<file path="src/rtl/alarm_datapath.sv">
// alarm_datapath: time/alarm registers, edit buffer, alarm match and ring/snooze sequencer
module alarm_datapath #(
  parameter int MAX_SNZ = 3,
  parameter int DAYS = 7
) (
  input  logic       Clk,
  input  logic       Rst,
  input  logic       Tick_Min,
  input  logic       ID,
  input  logic       IH,
  input  logic       IM,
  input  logic       LD_TIME,
  input  logic       LD_R,
  input  logic       TOF,
  input  logic       Snooze,
  input  logic       Stop,
  input  logic       Snz_Done,
  input  logic       Stop_Done,
  output logic       EN_SNZ,
  output logic       EN_STOP,
  output logic       Alarm,
  output logic       Alarm_On,
  output logic [2:0] T_Day,
  output logic [4:0] T_Hour,
  output logic [5:0] T_Min,
  output logic [2:0] E_Day,
  output logic [4:0] E_Hour,
  output logic [5:0] E_Min,
  output logic [2:0] A_Day,
  output logic [4:0] A_Hour,
  output logic [5:0] A_Min
);
  localparam int CW = $clog2(MAX_SNZ + 1);
  localparam logic [2:0] DMAX = 3'(DAYS - 1);
  typedef enum logic [1:0] {IDLE, RING, SNOOZE} state_t;
  state_t r_state, w_next;
  logic [CW-1:0] r_cnt;
  logic r_chg;
  logic w_match, w_off, w_mwrap, w_hwrap;
  // match only on the cycle after the time registers moved, so loading the alarm onto "now" stays silent
  assign w_match = r_chg & Alarm_On & (T_Day == A_Day) & (T_Hour == A_Hour) & (T_Min == A_Min);
  assign w_off = TOF & Alarm_On;
  assign w_mwrap = T_Min == 6'd59;
  assign w_hwrap = T_Hour == 5'd23;
  always_comb begin
    w_next = w_off ? IDLE :
             r_state == IDLE ? (w_match ? RING : IDLE) :
             r_state == RING ? ((Stop | Stop_Done) ? IDLE :
                                (Snooze && r_cnt < CW'(MAX_SNZ)) ? SNOOZE : RING) :
             Stop ? IDLE : Snz_Done ? RING : SNOOZE;
  end
  always_ff @(posedge Clk) begin
    if (Rst) begin
      {T_Day, T_Hour, T_Min} <= '0;
      {E_Day, E_Hour, E_Min} <= '0;
      {A_Day, A_Hour, A_Min} <= '0;
      Alarm_On <= 1'b0;
      r_chg <= 1'b0;
      r_state <= IDLE;
      r_cnt <= '0;
      {EN_SNZ, EN_STOP, Alarm} <= '0;
    end else begin
      if (IM) E_Min <= (E_Min == 6'd59) ? 6'd0 : E_Min + 6'd1;
      if (IH) E_Hour <= (E_Hour == 5'd23) ? 5'd0 : E_Hour + 5'd1;
      if (ID) E_Day <= (E_Day == DMAX) ? 3'd0 : E_Day + 3'd1;
      if (LD_TIME) begin
        {T_Day, T_Hour, T_Min} <= {E_Day, E_Hour, E_Min};
      end else if (Tick_Min) begin
        T_Min <= w_mwrap ? 6'd0 : T_Min + 6'd1;
        if (w_mwrap) T_Hour <= w_hwrap ? 5'd0 : T_Hour + 5'd1;
        if (w_mwrap && w_hwrap) T_Day <= (T_Day == DMAX) ? 3'd0 : T_Day + 3'd1;
      end
      r_chg <= LD_TIME | Tick_Min;
      if (LD_R) {A_Day, A_Hour, A_Min} <= {E_Day, E_Hour, E_Min};
      if (TOF) Alarm_On <= ~Alarm_On;
      r_state <= w_next;
      if (r_state == IDLE && w_next == RING) r_cnt <= '0;
      else if (r_state == RING && w_next == SNOOZE) r_cnt <= r_cnt + 1'b1;
      Alarm <= w_next == RING;
      EN_STOP <= w_next == RING;
      EN_SNZ <= w_next == SNOOZE;
    end
  end
endmodule

</file>
<file path="config.mk">
export PLATFORM = sky130hd
export DESIGN_NAME = alarm_datapath
export DESIGN_NICKNAME = d
export VERILOG_FILES = /design/src/rtl/alarm_datapath.sv
export SDC_FILE = /design/constraint.sdc
export NUM_CORES = 1
export LEC_CHECK = 0
export ABC_AREA = 0
export CORE_ASPECT_RATIO = 0.6
export CORE_MARGIN = 2
export CORE_UTILIZATION = 51
export CTS_BUF_LIST = sky130_fd_sc_hd__clkbuf_2 sky130_fd_sc_hd__clkbuf_4 sky130_fd_sc_hd__clkbuf_8
export CTS_CLUSTER_SIZE = 30
export DETAILED_ROUTE_END_ITERATION = 7
export GPL_TIMING_DRIVEN = 0
export PLACE_DENSITY = 0.82
export SETUP_SLACK_MARGIN = 0.05
export SYNTH_ARGS = -nofsm -noshare
export SYNTH_HDL_FRONTEND = slang
export SYNTH_SLANG_ARGS = --single-unit
</file>
<file path="constraint.sdc">
create_clock -name Clk -period 1.9 [get_ports Clk]
set_input_delay 0.38 -clock Clk [delete_from_list [all_inputs] [get_ports Clk]]
set_output_delay 0.38 -clock Clk [all_outputs]
set_load 0.01 [all_outputs]
</file>
==> summary.md, run 1 <==
| Metric | Value |
|---|---|
| Number of synthesized register bits | `50` |
| Critical path class | `reg2out` |
| Hpwl dp | `4624 um` |
| Number of violations reported at the end of detailed-routing iteration 0 | `around 180` |
| Combined area of the multi-input logic cells | `roughly 0.0014 mm2` |
| Number of buffers added on ports | `55` |
| Simple-gate portion of the synthesized area | `19.22%` |
| Switching portion of total power | `26.59%` |
| Part of the power in registers | `54.8%` |
| Vertical die dimension | `57.81 um` |
| H-Tree Depth | `2` |
| Dominant combinational cell family by area after synthesis | `simple AND/OR/NAND/NOR gates` |
| Worst slew pin tran | `0.5438 ns` |
| Yosys synthesis warning count | `0` |
| DR vias | `between 2000 and 2500` |
| Standard-cell row count | `19` |
| Fraction of registers with async set or reset after synthesis | `0%` |
| Final Hold Violating Endpoints | `0` |
| Via count of the first global-routing pass | `2001` |
| Clock tree from TritonCTS | `yes` |
| Clock input transition at the sequential cells of the worst setup and hold paths | `roughly 0.090 ns` |
| Shortest period the worst path allows | `1.819 ns` |
| Clock Power Share | `29.6%` |
| Cell Int Power | `0.001544 W` |
| Largest area contributor in the netlist | `sky130_fd_sc_hd__dfxtp_1` |
| CORE AREA | `~0.0046 mm2` |
| Post-Synthesis Cell Area | `0.002461 mm2` |
| Power density of the placed cells | `650.8 mW/mm2` |
| RSZ-0062 raised after global routing | `yes` |
| Result of the run | `finished clean` |
| Fill cell count | `375` |
| Number of routed nets with antenna violations | `0` |
| Synthesized instance count | `between 200 and 300` |
| Number of different library cells in the post-synthesis netlist | `51` |
| Total nets after synthesis | `284` |
| Fraction of the yosys area taken by sequential cells | `40.67%` |
| Wire length after detailed routing | `6304 um` |
| Number of buffers and inverters on the critical path | `1` |
| Path class of the lowest-slack min-delay path | `in2reg` |
| Mean Syn Cell Area | `9.252 um2` |
| Number of synthesized flops with an enable pin | `0` |
| Cell-by-cell trace of the critical path | `clkdlybuf4s50_1` |
| Most common flop cell mapped by yosys | `sky130_fd_sc_hd__dfxtp_1` |
| Clock latency reported for the late side of the worst-skew pair | `0.31 ns` |
| Final Net Count | `350` |
| Final Setup Violations | `0` |
| First drt pass iteration count | `5` |
| Wire per inst | `15.96 um` |
| Antenna violations before repair | `0` |
| Proportion of netlist area held by the largest area contributor | `40.67%` |
| Deepest clock path buffer count | `2` |
| Net switching power figure | `0.0005593 W` |
| DRC Markers | `0` |
| XOR/XNOR Fraction of Synth Area | `8.541%` |
| All-layer global routing usage | `24.11%` |
| Layout Skew | `slightly below 0.01 ns` |
| Critical-path top delay cell | `sky130_fd_sc_hd__clkdlybuf4s50_1` |
| Number of diodes | `0` |
| Initial standard-cell utilization of the core | `53.36%` |
| Root buffer selected by CTS | `sky130_fd_sc_hd__clkbuf_8` |
| Maximum fanout count along the critical path | `7` |
| Highest ir drop seen on vdd | `0.0004312 V` |
| Worst Path Required | `1.52 ns` |
| Final clock period utilization by the worst path | `between 90% and 100%` |
| Wire length of the first global-routing pass | `10160 um` |
| Share of the synthesized area in compound gates (AO/OA/AOI/OAI) | `approximately 16%` |
| Ratio of cells with drive above 1 in the final layout | `roughly a tenth` |
| Final max-slew violation count | `0` |
| Die width | `93.68 um` |
| Number of buffers added by the clock tree synthesis step | `5` |
| Total clock sinks | `50` |
| Final standard cell utilization of the core | `a little over two thirds` |
| GRT Residual Overflow | `0` |
| Peak Freq | `549.8 MHz` |
| Worst reg-to-reg setup slack | `~0.16 ns` |
| Global placer's final weighted congestion | `about 0.8` |
| # Max-Cap Violations | `0` |
| Crit. End Element | `primary output` |
| Max_slew headroom | `~64%` |
| I/O pin count | `59` |
| Pin count of the biggest net entering global routing | `14` |
| LEAKAGE | `1.186 nW` |
| Crit start category | `register` |
| Ranking of synthesized cells by area | `sky130_fd_sc_hd__dfxtp_1 41%, sky130_fd_sc_hd__mux2i_1 8.1%, sky130_fd_sc_hd__xnor2_1 6.8%` |
| Final Total Pwr | `0.002103 W` |
| Crit-path leading delay family | `buffers and inverters` |
| Multiplexer fraction of the synthesized cell area | `8.592%` |
| Worst path max stage delay | `0.61 ns` |
| Share of total power in combinational logic | `15.6%` |
| Sequential cell area | `0.001007 mm2` |
| Area overhead of the layout relative to synthesis | `31.32%` |
| Via-to-Cell Ratio | `5.620` |
| Number of hold-repair buffers added at the cts stage | `0` |
| Die Outline Area | `approximately 0.0054 mm2` |
| Worst EP arrival | `roughly 1.4 ns` |
| Post-Synth Adder-Cell Area | `2.542%` |
==> logic make-up (layout without fill, tap and decap cells) <==
| logic type | Yosys count | count (layout) |
|---|---|---|
| AOI/OAI and AO/OA | 51 | 51 |
| and+or+nand+nor | 94 | 94 |
| xor gates and xnor gates | 24 | 24 |
| DFF | 50 | 50 |
| adders and majority gates | 5 | 5 |
| buffers and inverters | 21 | 87 |
| muxes | 21 | 21 |
==> placed cells by master (no fill, tap or decap), types with 4 or more instances in the layout <==
master	Yosys	layout
sky130_fd_sc_hd__xnor2_1	19	19
sky130_fd_sc_hd__nand3_1	6	6
sky130_fd_sc_hd__inv_1	6	6
sky130_fd_sc_hd__dfxtp_1	50	45
sky130_fd_sc_hd__a21oi_1	14	14
sky130_fd_sc_hd__nor2_1	40	40
sky130_fd_sc_hd__clkbuf_8	0	5
sky130_fd_sc_hd__clkdlybuf4s50_1	0	55
sky130_fd_sc_hd__a211oi_1	9	9
sky130_fd_sc_hd__nand4_1	9	9
sky130_fd_sc_hd__nand2b_1	4	4
sky130_fd_sc_hd__buf_4	1	5
sky130_fd_sc_hd__mux2i_1	20	20
sky130_fd_sc_hd__xor2_1	5	5
sky130_fd_sc_hd__o21ai_0	8	8
sky130_fd_sc_hd__nor3_1	4	4
sky130_fd_sc_hd__ha_1	5	5
sky130_fd_sc_hd__dfxtp_2	0	5
sky130_fd_sc_hd__nand2_1	14	13
==> cell type report <==
cell class                      instances  area share, %
Timing Repair Buffer                   59          17.96
Tap cell                               63          2.439
Buffer                                 15          3.175
Inverter                                6         0.6969
Clock buffer                            7          2.594
Sequential cell                        50          31.17
Multi-Input combinational cell        195          41.97
==> metrics by stage <==
step / instances / TNS, ns / hold slack [ns] / area, um2 / worst slack (ns)
after floorplan: 266 / 0 / 0.5168 / 2461 / 0.1208
after global placement: 384 / -4.014 / 0.5350 / 3090 / -0.1927
after detailed placement: 384 / -4.332 / 0.5327 / 3090 / -0.2046
after CTS: 393 / 0 / 0.3720 / 3194 / 0.06264
after global routing: 395 / 0 / 0.3884 / 3232 / 0.03485
final: 395 / 0 / 0.3734 / 3232 / 0.08117
==> power by group through the flow <==
stage          Combinational (W)  Sequential [W]  Clock [W]
6_report                0.000327         0.00115   0.000623
5_1_grt                 0.000357         0.00116   0.000672
4_1_cts                 0.000320         0.00115   0.000619
3_5_place_dp            0.000314         0.00117          0
3_3_place_gp            0.000307         0.00117          0
2_1_floorplan           0.000165         0.00117          0
==> what timing repair did <==
item,in CTS,in global routing
pin swaps,1,1
setup buffers,2,2
endpoints found under the setup margin,2,17
resized for setup,3,9
==> routing by layer <==
metal | part of all wire (%) | vias up | track usage, %
met1 | 52 | 1050 | 38.43
met3 | 6.7 | 6 | 4.811
met2 | 40 | 84 | 33.57
li1 | - | 1080 | -
met5 | 0 | - | 0
met4 | 0.70 | 0 | 4.762
==> path summary, 6_finish.rpt <==
kind / start / end / depth (start not counted)
min reg2reg: A_Hour[4] / A_Hour[4] / 2
max reg2reg: T_Min[5] / T_Hour[4] / 5
max: E_Min[2] / E_Min[2] / 1
min: Tick_Min / r_chg / 3
==> cell usage after synthesis, types with 2 or more instances <==
master,n
sky130_fd_sc_hd__a211oi_1,9
sky130_fd_sc_hd__a21boi_0,2
sky130_fd_sc_hd__a21oi_1,14
sky130_fd_sc_hd__a22oi_1,2
sky130_fd_sc_hd__a311oi_1,2
sky130_fd_sc_hd__buf_1,3
sky130_fd_sc_hd__buf_2,3
sky130_fd_sc_hd__buf_6,3
sky130_fd_sc_hd__clkbuf_1,4
sky130_fd_sc_hd__dfxtp_1,50
sky130_fd_sc_hd__ha_1,5
sky130_fd_sc_hd__inv_1,6
sky130_fd_sc_hd__mux2i_1,20
sky130_fd_sc_hd__nand2_1,14
sky130_fd_sc_hd__nand2b_1,4
sky130_fd_sc_hd__nand3_1,6
sky130_fd_sc_hd__nand3b_1,2
sky130_fd_sc_hd__nand4_1,9
sky130_fd_sc_hd__nand4b_1,2
sky130_fd_sc_hd__nor2_1,40
sky130_fd_sc_hd__nor2b_1,3
sky130_fd_sc_hd__nor3_1,4
sky130_fd_sc_hd__o21a_1,2
sky130_fd_sc_hd__o21ai_0,8
sky130_fd_sc_hd__xnor2_1,19
sky130_fd_sc_hd__xor2_1,5
==> registers in the layout (all words and copies together) (netlist names), 2 cells and up <==
| name | flops |
|---|---|
| A_Min | 6 |
| E_Min | 6 |
| T_Min | 6 |
| A_Hour | 5 |
| E_Hour | 5 |
| T_Hour | 5 |
| A_Day | 3 |
| E_Day | 3 |
| T_Day | 3 |
| r_cnt | 2 |
| r_state | 2 |
No activity file was read; power rests on OpenSTA's default activity.
==> run 2, diff against run 1 <==
SLEW_MARGIN = 0   (was unset)
==> results of run 2 <==
No change in the layout: final DEF, timing and power equal those of run 1.
==> run 3, diff against run 2 <==
GPL_ROUTABILITY_DRIVEN = 0   (was unset)
REMOVE_ABC_BUFFERS = 1   (was unset)
SKIP_CTS_REPAIR_TIMING = 1   (was unset)
==> run 3 against run 2 <==
  * Sequential power about the same
  * Setup slack better by 0.015 ns
  * Clock power up 4.5%
  * Count of clock-buffer cells in the layout unchanged
  * Sequential cell count unchanged
  * Routed wire length down 8.9%
  * Design area down 0.97%
  * Critical path depth up 3
  * Fmax up 0.86%
  * First-iteration DRC count down 38%
  * Critical path type is now reg2reg
==> summary.md, run 3 (same netlist as run 1, synthesis figures left out) <==
| Metric | Value |
|---|---|
| Worst Path Required | `between 2 and 2.5 ns` |
| Via-to-Cell Ratio | `5.504` |
| Clock latency reported for the late side of the worst-skew pair | `approximately 0.3 ns` |
| Number of routed nets with antenna violations | `0` |
| Cell-by-cell trace of the critical path | `and4b_1 -> a31oi_4 -> or4_1 -> a31oi_1` |
| Vertical die dimension | `57.81 um` |
| Standard-cell row count | `19` |
| Switching portion of total power | `26.20%` |
| Worst slew pin tran | `roughly 0.97 ns` |
| I/O pin count | `59` |
| Hpwl dp | `3998 um` |
| Highest ir drop seen on vdd | `around 0.00037 V` |
| Final Net Count | `341` |
| Clock tree from TritonCTS | `yes` |
| Max_slew headroom | `35.32%` |
| Final clock period utilization by the worst path | `94.92%` |
| Via count of the first global-routing pass | `1971` |
| All-layer global routing usage | `21.38%` |
| Number of buffers added by the clock tree synthesis step | `5` |
| Share of total power in combinational logic | `15.1%` |
| Worst path max stage delay | `0.51 ns` |
| Initial standard-cell utilization of the core | `53.36%` |
| GRT Residual Overflow | `0` |
| Placed cells | `372` |
| Path class of the lowest-slack min-delay path | `reg2reg` |
| Post-Layout Inst Area | `0.003201 mm2` |
| Crit start category | `register` |
| Net switching power figure | `0.0005569 W` |
| Antenna violations before repair | `0` |
| LEAKAGE | `1.169 nW` |
| Die Outline Area | `0.005416 mm2` |
| Most frequent cells in the layout | `55 x sky130_fd_sc_hd__clkdlybuf4s50_1, 44 x sky130_fd_sc_hd__dfxtp_1, 40 x sky130_fd_sc_hd__nor2_1, 20 x sky130_fd_sc_hd__mux2i_1, 19 x sky130_fd_sc_hd__xnor2_1` |
| Number of violations reported at the end of detailed-routing iteration 0 | `around 110` |
| Number of buffers added on ports | `58` |
| Maximum fanout count along the critical path | `7` |
| Result of the run | `finished clean` |
| Crit. End Element | `register` |
| Final Setup Violations | `0` |
| Final max-slew violation count | `0` |
| First drt pass iteration count | `4` |
| Root buffer selected by CTS | `sky130_fd_sc_hd__clkbuf_8` |
| Worst EP arrival | `2.03 ns` |
| Cell Int Power | `~0.0016 W` |
| Critical-path top delay cell | `sky130_fd_sc_hd__or4_1` |
| Peak Freq | `~550 MHz` |
| DRC Markers | `0` |
| Part of the power in registers | `54.3%` |
| Ratio of cells with drive above 1 in the final layout | `9.568%` |
| Worst-case setup slack after placement | `-0.8761 ns` |
| Wire length of the first global-routing pass | `9149 um` |
| DR vias | `2130` |
| Area overhead of the layout relative to synthesis | `30.05%` |
| Least setup slack across all paths after layout | `0.09659 ns` |
| Clock input transition at the sequential cells of the worst setup and hold paths | `0.09 ns` |
| Placed inst area | `0.003023 mm2` |
| Total clock sinks | `50` |
| Post-layout instance count excluding filler cells | `387` |
| Wire length after detailed routing | `5740 um` |
| Number of diodes | `0` |
| Die width | `between 90 and 100 um` |
| # Max-Cap Violations | `0` |
| RSZ-0062 raised after global routing | `yes` |
| Clock Power Share | `30.6%` |
| Shortest period the worst path allows | `roughly 1.8 ns` |
| Critical path class | `reg2reg` |
| Final Hold Violating Endpoints | `0` |
| Layout Skew | `0.004782 ns` |
| Power density of the placed cells | `664.1 mW/mm2` |
| Wire per inst | `14.83 um` |
| Pin count of the biggest net entering global routing | `40` |
| Deepest clock path buffer count | `2` |
| CORE AREA | `0.004612 mm2` |
| Most common library cell in the layout ignoring fill and taps | `sky130_fd_sc_hd__clkdlybuf4s50_1` |
| H-Tree Depth | `2` |
run 3: cell count changes in the layout (fill, tap and decap cells not counted), moves of 2 or more:
cell	change
sky130_fd_sc_hd__buf_6	-3
sky130_fd_sc_hd__dlymetal6s2s_1	+2
sky130_fd_sc_hd__buf_1	-2
sky130_fd_sc_hd__buf_4	+2
sky130_fd_sc_hd__clkbuf_1	-3
sky130_fd_sc_hd__clkbuf_2	-2
sky130_fd_sc_hd__clkbuf_4	-2
run 3: through the flow:
stage	TNS (ns)	total power [W]	hold slack [ns]	util, %
global placement	-19.75	0.001470	0.5270	65.55
global route	-0.007538	0.002215	0.5674	69.40
detailed placement	-20.45	0.001478	0.5277	65.55
floorplan	-0.1078	0.001305	0.4489	-
CTS	-7.274	0.002116	0.5395	67.61
finish	0	0.002125	0.5370	69.40
run 3: layout make-up:
cell class / instances / area (um2)
tap: 63 / 78.83
sequential: 50 / 1008
multi-input combinational: 195 / 1359
clock buffer: 7 / 90.09
fill: 384 / 1411
inverter: 6 / 26.28
timing repair buffer: 65 / 633.1
clock inverter: 1 / 5.005
run 3: power groups by stage:
stage	clock, W	sequential [W]	combinational, W
CTS	0.000660	0.00115	0.000307
global placement	0	0.00117	0.000298
floorplan	0	0.00118	0.000130
finish	0.000651	0.00115	0.000320
global route	0.000703	0.00116	0.000348
detailed placement	0	0.00117	0.000304
run 3: critical path, delay by kind of cell, from the launching register on:
kind | cells | cell delay, ns
compound gates | 2 | 0.31
flops | 1 | 0.48
simple gates | 2 | 0.94
run 3: routing by layer:
| metal | part of all wire [%] | global-route usage (%) | vias up | wire (um) |
|---|---|---|---|---|
| met4 | 0.66 | 5.797 | 0 | 38 |
| met1 | 51 | 31.31 | 1002 | 2932 |
| met2 | 43 | 32.35 | 52 | 2483 |
| met3 | 5.0 | 4.421 | 5 | 286 |
| li1 | - | - | 1071 | - |
| met5 | 0 | 0 | - | 0 |
run 3: path summary, 6_finish.rpt:
check	startpoint	to	slack, ns	cells after the start
max	T_Min[5]	T_Hour[3]	0.1	4
min	E_Min[5]	E_Min[5]	0.54	2
max reg2reg	T_Min[5]	T_Hour[3]	0.1	4
min reg2reg	E_Min[5]	E_Min[5]	0.54	2
